### config.mk
export PLATFORM = sky130hd
export DESIGN_NAME = apb_periph_router
export DESIGN_NICKNAME = d
export VERILOG_FILES = /design/src/rtl/apb_periph_router.sv
export SDC_FILE = /design/constraint.sdc
export NUM_CORES = 1
export LEC_CHECK = 0
export CAP_MARGIN = 10
export CORE_AREA = 2 2 449 451
export CTS_BUF_LIST = sky130_fd_sc_hd__clkbuf_4 sky130_fd_sc_hd__clkbuf_8
export CTS_CLUSTER_SIZE = 12
export DETAILED_ROUTE_END_ITERATION = 6
export DIE_AREA = 0 0 451 453
export PLACE_DENSITY = 0.41
export SYNTH_ARGS = -nofsm -noshare
export SYNTH_HDL_FRONTEND = slang
export SYNTH_SLANG_ARGS = --single-unit
### constraint.sdc
create_clock -name clk_i -period 3 [get_ports clk_i]
set_input_delay 0.3 -clock clk_i [delete_from_list [all_inputs] [get_ports clk_i]]
set_output_delay 0.3 -clock clk_i [all_outputs]
set_load 0.05 [all_outputs]
### src/rtl/apb_periph_router.sv
// APB one-to-many router: decodes the upstream address against per-slave inclusive
// windows and runs a single SETUP/ACCESS transfer on the selected slave.
module apb_periph_router #(
    parameter int NB_SLAVES      = 10,
    parameter int APB_ADDR_WIDTH = 32,
    parameter int APB_DATA_WIDTH = 32,
    parameter int TIMEOUT_CYCLES = 255
) (
    input  logic                                clk_i,
    input  logic                                rst_ni,

    input  logic [APB_ADDR_WIDTH-1:0]           s_paddr_i,
    input  logic [APB_DATA_WIDTH-1:0]           s_pwdata_i,
    input  logic                                s_pwrite_i,
    input  logic                                s_psel_i,
    input  logic                                s_penable_i,
    output logic [APB_DATA_WIDTH-1:0]           s_prdata_o,
    output logic                                s_pready_o,
    output logic                                s_pslverr_o,

    output logic [APB_ADDR_WIDTH-1:0]           m_paddr_o,
    output logic [APB_DATA_WIDTH-1:0]           m_pwdata_o,
    output logic                                m_pwrite_o,
    output logic                                m_penable_o,
    output logic [NB_SLAVES-1:0]                m_psel_o,
    input  logic [NB_SLAVES*APB_DATA_WIDTH-1:0] m_prdata_i,
    input  logic [NB_SLAVES-1:0]                m_pready_i,
    input  logic [NB_SLAVES-1:0]                m_pslverr_i,

    input  logic [NB_SLAVES*APB_ADDR_WIDTH-1:0] start_addr_i,
    input  logic [NB_SLAVES*APB_ADDR_WIDTH-1:0] end_addr_i,

    output logic                                timeout_o
);

    localparam int IDX_W = (NB_SLAVES > 1) ? $clog2(NB_SLAVES) : 1;
    localparam int CNT_W = (TIMEOUT_CYCLES > 0) ? $clog2(TIMEOUT_CYCLES + 1) : 1;
    localparam logic [CNT_W-1:0] TO_VAL = CNT_W'(TIMEOUT_CYCLES);

    typedef enum logic [1:0] {
        IDLE,
        SETUP,
        ACCESS,
        RESP
    } state_t;

    state_t                    state_q, state_d;
    logic [APB_ADDR_WIDTH-1:0] addr_q;
    logic [APB_DATA_WIDTH-1:0] wdata_q;
    logic                      write_q;
    logic [IDX_W-1:0]          idx_q;
    logic [APB_DATA_WIDTH-1:0] rdata_q;
    logic                      err_q;
    logic                      tmo_q;
    logic [CNT_W-1:0]          cnt_q, cnt_d, cnt_inc;

    logic                      dec_hit;
    logic [IDX_W-1:0]          dec_idx;
    logic                      sel_ready;
    logic                      sel_err;
    logic [APB_DATA_WIDTH-1:0] sel_rdata;

    logic                      latch;
    logic                      capture;
    logic                      abort;

    // Descending scan so the lowest matching slave index is the one that sticks.
    always_comb begin
        dec_hit = 1'b0;
        dec_idx = '0;
        for (int k = NB_SLAVES - 1; k >= 0; k--) begin
            if (s_paddr_i >= start_addr_i[k*APB_ADDR_WIDTH +: APB_ADDR_WIDTH] &&
                s_paddr_i <= end_addr_i[k*APB_ADDR_WIDTH +: APB_ADDR_WIDTH]) begin
                dec_hit = 1'b1;
                dec_idx = IDX_W'(k);
            end
        end
    end

    always_comb begin
        sel_ready = 1'b0;
        sel_err   = 1'b0;
        sel_rdata = '0;
        for (int k = 0; k < NB_SLAVES; k++) begin
            if (idx_q == IDX_W'(k)) begin
                sel_ready = m_pready_i[k];
                sel_err   = m_pslverr_i[k];
                sel_rdata = m_prdata_i[k*APB_DATA_WIDTH +: APB_DATA_WIDTH];
            end
        end
    end

    assign cnt_inc = cnt_q + CNT_W'(1);

    always_comb begin
        state_d = state_q;
        cnt_d   = cnt_q;
        latch   = 1'b0;
        capture = 1'b0;
        abort   = 1'b0;
        case (state_q)
            IDLE: begin
                if (s_psel_i && !s_penable_i) begin
                    latch   = 1'b1;
                    cnt_d   = '0;
                    state_d = dec_hit ? SETUP : RESP;
                end
            end
            SETUP: begin
                state_d = ACCESS;
            end
            ACCESS: begin
                // A ready arriving on the final allowed cycle takes priority over the abort.
                if (sel_ready) begin
                    capture = 1'b1;
                    state_d = RESP;
                end else if (TIMEOUT_CYCLES != 0 && cnt_inc == TO_VAL) begin
                    abort   = 1'b1;
                    cnt_d   = cnt_inc;
                    state_d = RESP;
                end else if (TIMEOUT_CYCLES != 0) begin
                    cnt_d   = cnt_inc;
                end
            end
            RESP: begin
                state_d = IDLE;
            end
            default: begin
                state_d = IDLE;
            end
        endcase
    end

    always_ff @(posedge clk_i or negedge rst_ni) begin
        if (!rst_ni) begin
            state_q <= IDLE;
            cnt_q   <= '0;
            addr_q  <= '0;
            wdata_q <= '0;
            write_q <= 1'b0;
            idx_q   <= '0;
            rdata_q <= '0;
            err_q   <= 1'b0;
            tmo_q   <= 1'b0;
        end else begin
            state_q <= state_d;
            cnt_q   <= cnt_d;
            if (latch) begin
                addr_q  <= s_paddr_i;
                wdata_q <= s_pwdata_i;
                write_q <= s_pwrite_i;
                idx_q   <= dec_idx;
                rdata_q <= '0;
                err_q   <= !dec_hit;
                tmo_q   <= 1'b0;
            end else if (capture) begin
                rdata_q <= sel_rdata;
                err_q   <= sel_err;
                tmo_q   <= 1'b0;
            end else if (abort) begin
                rdata_q <= '0;
                err_q   <= 1'b1;
                tmo_q   <= 1'b1;
            end
        end
    end

    always_comb begin
        m_psel_o = '0;
        if (state_q == SETUP || state_q == ACCESS) begin
            for (int k = 0; k < NB_SLAVES; k++) begin
                m_psel_o[k] = (idx_q == IDX_W'(k));
            end
        end
    end

    assign m_penable_o = (state_q == ACCESS);
    assign m_paddr_o   = addr_q;
    assign m_pwdata_o  = wdata_q;
    assign m_pwrite_o  = write_q;

    // Upstream response is only visible during the single RESP cycle.
    assign s_pready_o  = (state_q == RESP);
    assign s_pslverr_o = (state_q == RESP) && err_q;
    assign s_prdata_o  = (state_q == RESP) ? rdata_q : '0;
    assign timeout_o   = (state_q == RESP) && tmo_q;

endmodule

==> reports/results.ini, run 1 <==
[status]
outcome=finished with violations
violations=negative setup slack

[route]
drt_pre_antenna_iters=5
route.final.wire_length_mm=186
drc_markers=0
via_count=28480
drt_wl_cell_um=25.7
via_count_normalized_by_instance_count=3.93
drt-initial-drc-count=1266
remaining_antenna_violation_count=0

[timing]
timing_max_transition_violations_final=0
final.setup_skew_ps=28.1
rsz0062_at_grt=yes
timing.fmax_ghz=0.324
finalHoldViolations=0
tightestPinTransition_ps=955
max_slew_headroom=0.358
timing.final.crit_share=1.03
layout_setup_ws_ps=-86.4
finalWorstPathRequiredPeriod_ps=3090
fin_tns_setup_ps=-86.4
report.final.setup_viol=1

[global_route]
first_global_vias=30027
first_pass_grt_wire_length_mm=247
grt.overflow.total=0
global_route.usage.total=0.176
grt_max_degree=58
grt_antenna_before_repair=89

[power]
total_leakage_power_uw=0.0208
pwr_cell_area_nw_per_um2=384
ir_drop_worst_case_vdd_mv=0.289
fin_total_pwr_uw=16300

[final_layout]
num-nets-final=6232
share_of_cells_above_drive_strength_1=0.135
fin_cells=7244
sequential_cell_area_um2=2830
area_of_the_multi_input_gates_um2=17900
fin_area_um2=42500
layout_overhead_on_the_synthesized_area_pct=87.2
filler_cell_count=22120

[run]
maxCapViolCount=0

[yosys]
post-synth-top-area-fraction=0.356
syn_area_um2=22700
ys_top_cells_by_count=sky130_fd_sc_hd__ha_1, sky130_fd_sc_hd__inv_1, sky130_fd_sc_hd__nand2_1
synthArstFlopShare=1.00
yosysWarnings=0
ys_flop_type=sky130_fd_sc_hd__dfrtp_1
synth-edff-count=0
synth_most_common_cell=sky130_fd_sc_hd__ha_1
synth.yosys.seq_area_share=0.125
number_of_nets_produced_by_synthesis=4713
post_synthesis_average_cell_area_um2=7.52
yosys-top-cells-area=sky130_fd_sc_hd__ha_1, sky130_fd_sc_hd__dfrtp_1, sky130_fd_sc_hd__inv_1
post_synth_top_area_cell=sky130_fd_sc_hd__ha_1
synth_cell_types=78
synth.ff_latch_count=113
postSynthCellCount=3019

[setup_path]
worstPathRequired_ps=3500
setup.reg_to_reg.worst_slack_ps=140
worst_setup_path_end_kind=flop
worst_endpoint_data_arrival_time_ps=3590
cp_max_fo=2
critical_path.startpoint_type=input pin
path_class=input pin to flop

[placed_design]
total_instance_count_after_detailed_placement=7162
dp.final_hpwl_mm=166
io_buffer_count=1159
place.gp.congestion=0.924
area_of_placed_instances_um2=41100

[floorplan]
starting_density=0.114
core_area_um2=199000
top_level_ports=1160
dieArea_um2=204000
core.rowCount=164
die_width_um=451
die-height_um=453

[clock_network]
numCtsBuffers=17
ctsHtreeMaxLevel=4
root_buffer=sky130_fd_sc_hd__clkbuf_8
cts.sinks=113
cts_tree=built
max-clock-path-buffers=2
worst_skew_pair.late_latency_ps=600
clk_transition_reported_paths_ps=100

[min_path]
hold_path.class=input pin to flop

[sequential cells by signal, indices dropped and copies added, names as in the netlist]
name,flops
state_q,2
tmo_q,1
idx_q,4
err_q,1
m_pwdata_o,32
rdata_q,32
m_pwrite_o,1
m_paddr_o,32
cnt_q,8
[critical path, cell delays in order]
cell and delay, ps:
sky130_fd_sc_hd__clkdlybuf4s50_1 450, sky130_fd_sc_hd__inv_1 40, sky130_fd_sc_hd__ha_1 280, sky130_fd_sc_hd__nand4_1 190, sky130_fd_sc_hd__buf_4 150, sky130_fd_sc_hd__nor2_1 40
sky130_fd_sc_hd__a221oi_2 450, sky130_fd_sc_hd__a31oi_1 130, sky130_fd_sc_hd__a221o_2 390, sky130_fd_sc_hd__buf_6 140, sky130_fd_sc_hd__and2_1 130, sky130_fd_sc_hd__a221o_1 370
sky130_fd_sc_hd__a221o_1 330, sky130_fd_sc_hd__a22o_1 180
[path summary, 6_finish.rpt]
check                                      startpoint                         end  cells after the start
max                                   end_addr_i[202]        idx_q[0]$_DFFE_PN0P_                     14
max reg2reg                      idx_q[2]$_DFFE_PN0P_     rdata_q[13]$_DFFE_PN0P_                      8
min reg2reg                m_pwdata_o[17]$_DFFE_PN0P_  m_pwdata_o[17]$_DFFE_PN0P_                      2
min in group asynchronous                      rst_ni     rdata_q[14]$_DFFE_PN0P_                      2
min                                      s_paddr_i[8]    m_paddr_o[8]$_DFFE_PN0P_                      4
max in group asynchronous                      rst_ni     rdata_q[17]$_DFFE_PN0P_                      3
[metal layers]
metal,wire length [µm],up-vias,part of all wire,GRT usage
met5,196,-,0.0011,0
met3,7950,272,0.043,0.0307
li1,-,13805,-,-
met1,62900,13461,0.34,0.166
met4,8330,30,0.045,0.0762
met2,107000,912,0.57,0.364
[power by group]
| part | switching, µW | internal (µW) | total [µW] |
|---|---|---|---|
| logic | 6880 | 5000 | 11900 |
| registers | 403 | 2150 | 2550 |
| clock network | 895 | 1000 | 1900 |
| total | 8180 | 8150 | 16300 |
[cell usage in the layout (no fill, tap or decap), types with 108 or more instances in the layout]
master and n:
sky130_fd_sc_hd__a21o_1 123, sky130_fd_sc_hd__a21oi_1 180, sky130_fd_sc_hd__a22oi_1 108, sky130_fd_sc_hd__buf_4 363
sky130_fd_sc_hd__clkdlybuf4s50_1 1074, sky130_fd_sc_hd__dfrtp_1 111, sky130_fd_sc_hd__ha_1 629, sky130_fd_sc_hd__inv_1 636
sky130_fd_sc_hd__nand2_1 324, sky130_fd_sc_hd__o21ai_0 113
[timing repair]
item / 4_1_cts / 5_1_grt
hold endpoints to repair: 56 / 0
hold buffers: 1 / 0
setup endpoints to repair: 12 / 10
pin swaps: 22 / 49
resized for setup: 63 / 100
gates cloned: 1 / 0
setup buffers: 3 / 13
[cell type report]
class                   instances  share of cell area
clock buffers                  21             0.00680
flip-flops and latches        113              0.0666
diodes                         38             0.00224
well taps                    2656              0.0782
multi-input cells            2200               0.421
inverters                     641              0.0567
clock inverters                10             0.00406
repair buffers               1565               0.364
[through the flow]
stage / worst slack, ps / util / hold WS, ps
final: -86.4 / 0.213 / 215
after global routing: -59.9 / 0.213 / 148
after CTS: 8.79 / 0.210 / 73.4
after detailed placement: -1440 / 0.206 / 369
after global placement: -2030 / 0.206 / 371
after floorplan: 16.2 / - / 4.41
[cells by family after synthesis]
logic type,share of synthesized area
adders and majority gates,0.356
and+or+nand+nor,0.164
xor gates and xnor gates,0.000386
DFF,0.125
buffers and inverters,0.118
muxes,0.00132
AOI/OAI and AO/OA,0.236
Power figures use the tool's default switching activity.
==> run 2, diff against run 1 <==
--- a/config.mk
+++ b/config.mk
@@ -5,7 +5,6 @@
 export SDC_FILE = /design/constraint.sdc
 export NUM_CORES = 1
 export LEC_CHECK = 0
-export CAP_MARGIN = 10
 export CORE_AREA = 2 2 449 451
 export CTS_BUF_LIST = sky130_fd_sc_hd__clkbuf_4 sky130_fd_sc_hd__clkbuf_8
 export CTS_CLUSTER_SIZE = 12
==> constraint.sdc (replaced) <==
create_clock -name clk_i -period 3.1 [get_ports clk_i]
set_input_delay 0.31 -clock clk_i [delete_from_list [all_inputs] [get_ports clk_i]]
set_output_delay 0.31 -clock clk_i [all_outputs]
set_load 0.05 [all_outputs]
==> run 2 against run 1 <==
The flow still finishes with violations (negative setup slack). Register-to-register slack gained 110 ps. Final cell count down 0.12%. Die area did not move. Global-route usage about the same. Wire length increased by 0.46%. Flip-flop and latch count did not move. Design area is 0.40% lower. Hold slack gained 3.9 ps. First-iteration DRC count unchanged. Sequential share of layout area is essentially flat. Largest cell class unchanged. Largest power group unchanged.
==> reports/results.ini, run 2 (same netlist as run 1, synthesis figures left out) <==
[status]
outcome=finished with violations
violations=negative setup slack

[global_route]
first_global_vias=30317  ; +0.97%
grt_antenna_before_repair=104  ; +17%
global_route.usage.total=0.177  ; +0.000290
grt_max_degree=78  ; +34%
first_pass_grt_wire_length_mm=248  ; +0.56%
grt.overflow.total=0  ; unchanged

[floorplan]
dieArea_um2=204000  ; unchanged
starting_density=0.114  ; unchanged
die-height_um=453  ; unchanged
die_width_um=451  ; unchanged
top_level_ports=1160  ; unchanged
core_area_um2=199000  ; unchanged
core.rowCount=164  ; unchanged

[setup_path]
worst_endpoint_data_arrival_time_ps=3590  ; about the same
worstPathRequired_ps=3570  ; +70 ps
start_point_of_the_critical_path=end_addr_i[200]
cp_max_fo=2  ; unchanged
rr_startpoint=idx_q[0]$_DFFE_PN0P_
path_class=input pin to flop
worst_setup_path_end_kind=flop
reg2regPathDepth=11  ; +3
regToRegEndpoint=rdata_q[30]$_DFFE_PN0P_
setup.reg_to_reg.worst_slack_ps=250  ; +110 ps
critical_path.startpoint_type=input pin

[clock_network]
cts.sinks=113  ; unchanged
ctsHtreeMaxLevel=4  ; unchanged
worst_skew_pair.late_latency_ps=580  ; -20 ps
max-clock-path-buffers=2  ; unchanged
cts_tree=built
clk_transition_reported_paths_ps=90  ; about the same
root_buffer=sky130_fd_sc_hd__clkbuf_8
numCtsBuffers=17  ; unchanged

[min_path]
hold_start=s_paddr_i[8]
hold-path-cell-count=4  ; unchanged
hold_path.class=input pin to flop
worst_hold_path_ep=m_paddr_o[8]$_DFFE_PN0P_

[timing]
max_slew_headroom=0.369  ; +0.0118
fin_tns_setup_ps=-21.0  ; +65.3 ps
tightestPinTransition_ps=946  ; -9.59 ps
timing_max_transition_violations_final=0  ; unchanged
final.setup_skew_ps=20.3  ; -7.76 ps
finalWorstPathRequiredPeriod_ps=3120
timing.hold.ws_ps=219  ; +3.90 ps
timing.final.crit_share=1.01
finalHoldViolations=0  ; unchanged
layout_setup_ws_ps=-21.0  ; +65.3 ps
report.final.setup_viol=1  ; unchanged
rsz0062_at_grt=yes
timing.fmax_ghz=0.320

[placed_design]
place.gp.congestion=0.913  ; -1.2%
dp.final_hpwl_mm=168  ; +1.2%
io_buffer_count=1159  ; unchanged

[route]
drt_wl_cell_um=25.9  ; +0.59%
via_count_normalized_by_instance_count=3.95  ; +0.44%
via_count=28569  ; +0.31%
drt-initial-drc-count=1266  ; unchanged
remaining_antenna_violation_count=0  ; unchanged
route.final.wire_length_mm=187  ; +0.46%
drt_pre_antenna_iters=5  ; unchanged
drc_markers=0  ; unchanged

[run]
maxCapViolCount=0  ; unchanged

[final_layout]
layout_overhead_on_the_synthesized_area_pct=86.5
most-common-layout-cells=sky130_fd_sc_hd__clkdlybuf4s50_1, sky130_fd_sc_hd__inv_1, sky130_fd_sc_hd__ha_1, sky130_fd_sc_hd__buf_4, sky130_fd_sc_hd__nand2_1
num-nets-final=6215  ; -0.27%
layout_commonest_cell=sky130_fd_sc_hd__clkdlybuf4s50_1
share_of_cells_above_drive_strength_1=0.138  ; +0.00224

[power]
ir_drop_worst_case_vdd_mv=0.325  ; +12%
total_leakage_power_uw=0.0207  ; -0.60%
pwr_cell_area_nw_per_um2=363  ; -5.5%

[run 2: cell types whose count changed in the layout (fill, tap and decap cells not counted), moves of 6 or more]
cell / before / now
sky130_fd_sc_hd__inv_1: 636 / 629
sky130_fd_sc_hd__ha_1: 629 / 622
sky130_fd_sc_hd__inv_2: 4 / 11
sky130_fd_sc_hd__diode_2: 38 / 45
sky130_fd_sc_hd__o21ai_2: 0 / 6
sky130_fd_sc_hd__dlymetal6s2s_1: 9 / 16
sky130_fd_sc_hd__buf_12: 73 / 61
sky130_fd_sc_hd__ha_4: 15 / 21
sky130_fd_sc_hd__buf_6: 18 / 12
[run 2: metal layers]
metal,vias up,track usage,share of wire
met5,-,0,0.0011
met4,32,0.0817,0.048
met3,279,0.0311,0.043
met2,894,0.367,0.57
met1,13589,0.163,0.33
li1,13775,-,-
[run 2: final cells by class]
cell class,instances,area (µm²)
Clock buffer,17,234
Fill cell,22260,157000
Tap cell,2656,3320
Inverter,641,2410
Sequential cell,113,2830
Antenna cell,45,113
Multi-Input combinational cell,2200,18100
Timing Repair Buffer,1548,15200
Clock inverter,15,150
[run 2: metrics by stage]
step,cells,worst slack [ps],area [µm²],util,power (µW)
after detailed placement,7145,-1450,40800,0.205,13800
final,7235,-21.0,42300,0.212,15400
after floorplan,3019,106,22700,-,7680
after global routing,7226,-38.4,42300,0.212,16400
after CTS,7180,2.74,41500,0.208,15600
after global placement,7143,-1910,40800,0.205,13800
[run 2: worst max path at each step]
stage                     slack (ps)                     end  cells after the start
final                            -20    idx_q[0]$_DFFE_PN0P_                     14
after global routing             -40  state_q[1]$_DFFE_PN0P_                     15
after CTS                          3    idx_q[0]$_DFFE_PN0P_                     13
after detailed placement       -1450  state_q[1]$_DFFE_PN0P_                     14
after global placement         -1910  state_q[1]$_DFFE_PN0P_                     13
after floorplan                  110  state_q[1]$_DFFE_PN0P_                     11
[run 2: critical path: stages]
cell                              delay (ps)
sky130_fd_sc_hd__clkdlybuf4s50_1         460
sky130_fd_sc_hd__inv_1                    50
sky130_fd_sc_hd__ha_1                    260
sky130_fd_sc_hd__nand4_1                 170
sky130_fd_sc_hd__buf_4                   160
sky130_fd_sc_hd__nor2_1                   40
sky130_fd_sc_hd__a221oi_2                410
sky130_fd_sc_hd__a31oi_1                 160
sky130_fd_sc_hd__a221o_1                 370
sky130_fd_sc_hd__buf_4                   170
sky130_fd_sc_hd__and2_1                  130
sky130_fd_sc_hd__a221o_1                 370
sky130_fd_sc_hd__a221o_1                 350
sky130_fd_sc_hd__a22o_1                  180
[run 2: repair_timing]
| action | CTS | global route |
|---|---|---|
| cloned | 0 | 1 |
| hold buffers | 1 | 0 |
| endpoints found under the setup margin | 10 | 7 |
| pin swaps | 10 | 56 |
| endpoints found under the hold margin | 76 | 0 |
| buffers inserted | 2 | 11 |
| resized for setup | 53 | 128 |
[run 2: report_power, final]
group	internal [µW]	total, µW	switching [µW]
sequential	2080	2480	403
clock	654	1530	876
combinational	4760	11400	6590
==> run 3, diff against run 2 <==
--- a/config.mk
+++ b/config.mk
@@ -5,11 +5,13 @@
 export SDC_FILE = /design/constraint.sdc
 export NUM_CORES = 1
 export LEC_CHECK = 0
-export CORE_AREA = 2 2 449 451
+export ABC_AREA = 1
+export CORE_AREA = 2 2 453 455
 export CTS_BUF_LIST = sky130_fd_sc_hd__clkbuf_4 sky130_fd_sc_hd__clkbuf_8
 export CTS_CLUSTER_SIZE = 12
 export DETAILED_ROUTE_END_ITERATION = 6
-export DIE_AREA = 0 0 451 453
+export DIE_AREA = 0 0 455 457
+export GPL_ROUTABILITY_DRIVEN = 0
 export PLACE_DENSITY = 0.41
 export SYNTH_ARGS = -nofsm -noshare
 export SYNTH_HDL_FRONTEND = slang
==> run 3 against run 2 <==
Register-to-register slack worse by 90 ps. Largest power group unchanged. Final cell count increased by 7.4%. Clock skew shrank 2.5 ps. Total power is 8.0% higher. The flow now finishes without violations. Design area down 2.4%. Largest cell class unchanged. Synthesized cell count grew 21%. Utilization is 0.92 points lower. Sequential power hardly changed. Die area rose by 1.8%. Critical path depth shrank 2.
==> reports/results.ini, run 3 <==
[timing]
timing.fmax_ghz=0.340  ; +6.0%
finalWorstPathRequiredPeriod_ps=2940  ; -176 ps
report.final.setup_viol=0  ; -1
timing.final.crit_share=0.950  ; -0.0569
timing.hold.ws_ps=264  ; +44.9 ps
finalHoldViolations=0  ; unchanged
layout_setup_ws_ps=155  ; +176 ps
final.setup_skew_ps=17.8  ; -2.51 ps
max_slew_headroom=0.295  ; -0.0740
timing_max_transition_violations_final=0  ; unchanged
fin_tns_setup_ps=0  ; +21.0 ps
tightestPinTransition_ps=1060  ; +110 ps

[route]
drt_pre_antenna_iters=5  ; unchanged
route.final.wire_length_mm=178  ; -4.8%
remaining_antenna_violation_count=0  ; unchanged
drt-initial-drc-count=1322  ; +4.4%
via_count=29898  ; +4.7%
drt_wl_cell_um=22.9  ; -11%
via_count_normalized_by_instance_count=3.85  ; -2.6%
drc_markers=0  ; unchanged

[final_layout]
num-nets-final=6739  ; +8.4%
layout_commonest_cell=sky130_fd_sc_hd__clkdlybuf4s50_1
most-common-layout-cells=sky130_fd_sc_hd__clkdlybuf4s50_1, sky130_fd_sc_hd__nand2_1, sky130_fd_sc_hd__inv_1, sky130_fd_sc_hd__ha_1, sky130_fd_sc_hd__a21oi_1
fin_cells=7774  ; +7.4%
share_of_cells_above_drive_strength_1=0.0813  ; -0.0564
layout_overhead_on_the_synthesized_area_pct=75.0

[clock_network]
cts.sinks=113  ; unchanged
worst_skew_pair.late_latency_ps=510  ; -70 ps
clk_transition_reported_paths_ps=90  ; about the same
max-clock-path-buffers=2  ; unchanged
cts_tree=built
ctsHtreeMaxLevel=4  ; unchanged
root_buffer=sky130_fd_sc_hd__clkbuf_8
numCtsBuffers=17  ; unchanged

[setup_path]
worstPathRequired_ps=3490  ; -80 ps
setup.reg_to_reg.worst_slack_ps=160  ; -90 ps
critical_path.startpoint_type=flop
path_class=flop to flop
start_point_of_the_critical_path=idx_q[1]$_DFFE_PN0P_
rr_startpoint=idx_q[1]$_DFFE_PN0P_
cp_max_fo=32  ; +30
reg2regPathDepth=12  ; +1
worst_endpoint_data_arrival_time_ps=3330  ; -260 ps
crit_end=rdata_q[8]$_DFFE_PN0P_
regToRegEndpoint=rdata_q[8]$_DFFE_PN0P_
worst_setup_path_end_kind=flop

[yosys]
synth.ff_latch_count=113  ; unchanged
postSynthCellCount=3666  ; +21%
synth.yosys.seq_area_share=0.120  ; -0.00488
synth_cell_types=41  ; -47%
ys_top_cells_by_count=sky130_fd_sc_hd__nand2_1, sky130_fd_sc_hd__inv_1, sky130_fd_sc_hd__ha_1
synth-edff-count=0  ; unchanged
number_of_nets_produced_by_synthesis=5360  ; +14%
syn_area_um2=23600  ; +4.1%
yosysWarnings=0  ; unchanged
yosys-top-cells-area=sky130_fd_sc_hd__ha_1, sky130_fd_sc_hd__nand2_1, sky130_fd_sc_hd__inv_1
post_synth_top_area_cell=sky130_fd_sc_hd__ha_1
post_synthesis_average_cell_area_um2=6.44  ; -14%
synth_most_common_cell=sky130_fd_sc_hd__nand2_1
post-synth-top-area-fraction=0.342  ; -0.0139
synthArstFlopShare=1.00  ; unchanged
ys_flop_type=sky130_fd_sc_hd__dfrtp_1

[floorplan]
starting_density=0.116  ; +0.00226
dieArea_um2=208000  ; +1.8%
core_area_um2=203000  ; +2.1%
top_level_ports=1160  ; unchanged
die_width_um=455  ; +0.89%
core.rowCount=166  ; +1.2%
die-height_um=457  ; +0.88%

[placed_design]
dp.final_hpwl_mm=158  ; -5.6%
io_buffer_count=1159  ; unchanged
place_worst_setup_slack_ps=-971  ; +477 ps
total_instance_count_after_detailed_placement=7704  ; +7.8%

[status]
outcome=complete, no violations

[run]
maxCapViolCount=0  ; unchanged

[min_path]
hold_path.class=input pin to flop

[power]
pwr_cell_area_nw_per_um2=401  ; +11%
ir_drop_worst_case_vdd_mv=0.255  ; -22%
fin_total_pwr_uw=16600  ; +8.0%
total_leakage_power_uw=0.0211  ; +1.7%

[global_route]
grt_max_degree=70  ; -10%
grt.overflow.total=0  ; unchanged
first_pass_grt_wire_length_mm=237  ; -4.5%
first_global_vias=31085  ; +2.5%
grt_antenna_before_repair=57  ; -45%
global_route.usage.total=0.164  ; -0.0124

-- run 3: cell count changes after synthesis, sizes merged, moves of 109 or more --
cell and delta:
a21o -115, nand3 +118, a22oi -109, inv +170, a21oi +171, nand2 +577
-- run 3: worst min path at each step --
stage,from,endpoint,slack (ps),cells after the start
after floorplan,rst_ni,cnt_q[0]$_DFFE_PN0P_,10,0
after global placement,rst_ni,rdata_q[14]$_DFFE_PN0P_,410,1
after detailed placement,rst_ni,rdata_q[14]$_DFFE_PN0P_,410,1
after CTS,s_paddr_i[1],m_paddr_o[1]$_DFFE_PN0P_,220,4
after global routing,s_paddr_i[1],m_paddr_o[1]$_DFFE_PN0P_,250,4
final,s_paddr_i[1],m_paddr_o[1]$_DFFE_PN0P_,260,4
-- run 3: report_power, final --
group | total (µW) | switching [µW] | leakage (µW) | internal, µW
sequential | 2450 | 399 | 0.00145 | 2050
combinational | 12600 | 7930 | 0.0194 | 4710
clock | 1520 | 799 | 0.000193 | 718
-- run 3: cell type report --
class | count | area, µm²
fill | 23075 | 162000
sequential | 113 | 2830
antenna | 29 | 72.6
clock buffer | 17 | 234
clock inverter | 14 | 155
tap | 2688 | 3360
inverter | 813 | 3060
multi-input combinational | 2673 | 17600
timing repair buffer | 1427 | 14000
-- run 3: worst max-delay path, stage by stage (launching register included) --
cell and delay, ps:
sky130_fd_sc_hd__dfrtp_1 610, sky130_fd_sc_hd__buf_4 220, sky130_fd_sc_hd__nor2_4 40, sky130_fd_sc_hd__buf_4 270
sky130_fd_sc_hd__nand3_1 210, sky130_fd_sc_hd__nand4_1 110, sky130_fd_sc_hd__a21oi_1 230, sky130_fd_sc_hd__a31o_1 230
sky130_fd_sc_hd__nand4_1 170, sky130_fd_sc_hd__nor2_1 260, sky130_fd_sc_hd__nor2_4 80, sky130_fd_sc_hd__buf_12 170
sky130_fd_sc_hd__a22o_1 190
-- run 3: metrics by stage --
step / utilization / cell area, µm²
6_report: 0.203 / 41300
5_1_grt: 0.203 / 41300
4_1_cts: 0.202 / 41100
3_5_place_dp: 0.200 / 40700
3_3_place_gp: 0.200 / 40700
2_1_floorplan: - / 23600
-- run 3: timing repair --
item	in CTS	in global routing
endpoints found under the hold margin	66	0
hold buffers	1	0
cloned	0	1
resized for setup	11	15
setup buffers	0	8
pin swaps	1	5
endpoints found under the setup margin	6	19
-- run 3: metal layers --
layer  track usage  up-vias  part of all wire
met5             0        -            0.0012
met3        0.0296      221             0.053
met2         0.331      975              0.56
met4        0.0814       34             0.051
met1         0.155    13867              0.34
li1              -    14801                 -
-- run 3: cells by family after synthesis --
logic type / after synthesis / synth area share
AOI/OAI and AO/OA: 659 / 0.155
xor gates and xnor gates: 5 / 0.00185
adders and majority gates: 645 / 0.342
buffers and inverters: 881 / 0.141
DFF: 113 / 0.120
and+or+nand+nor: 1363 / 0.240
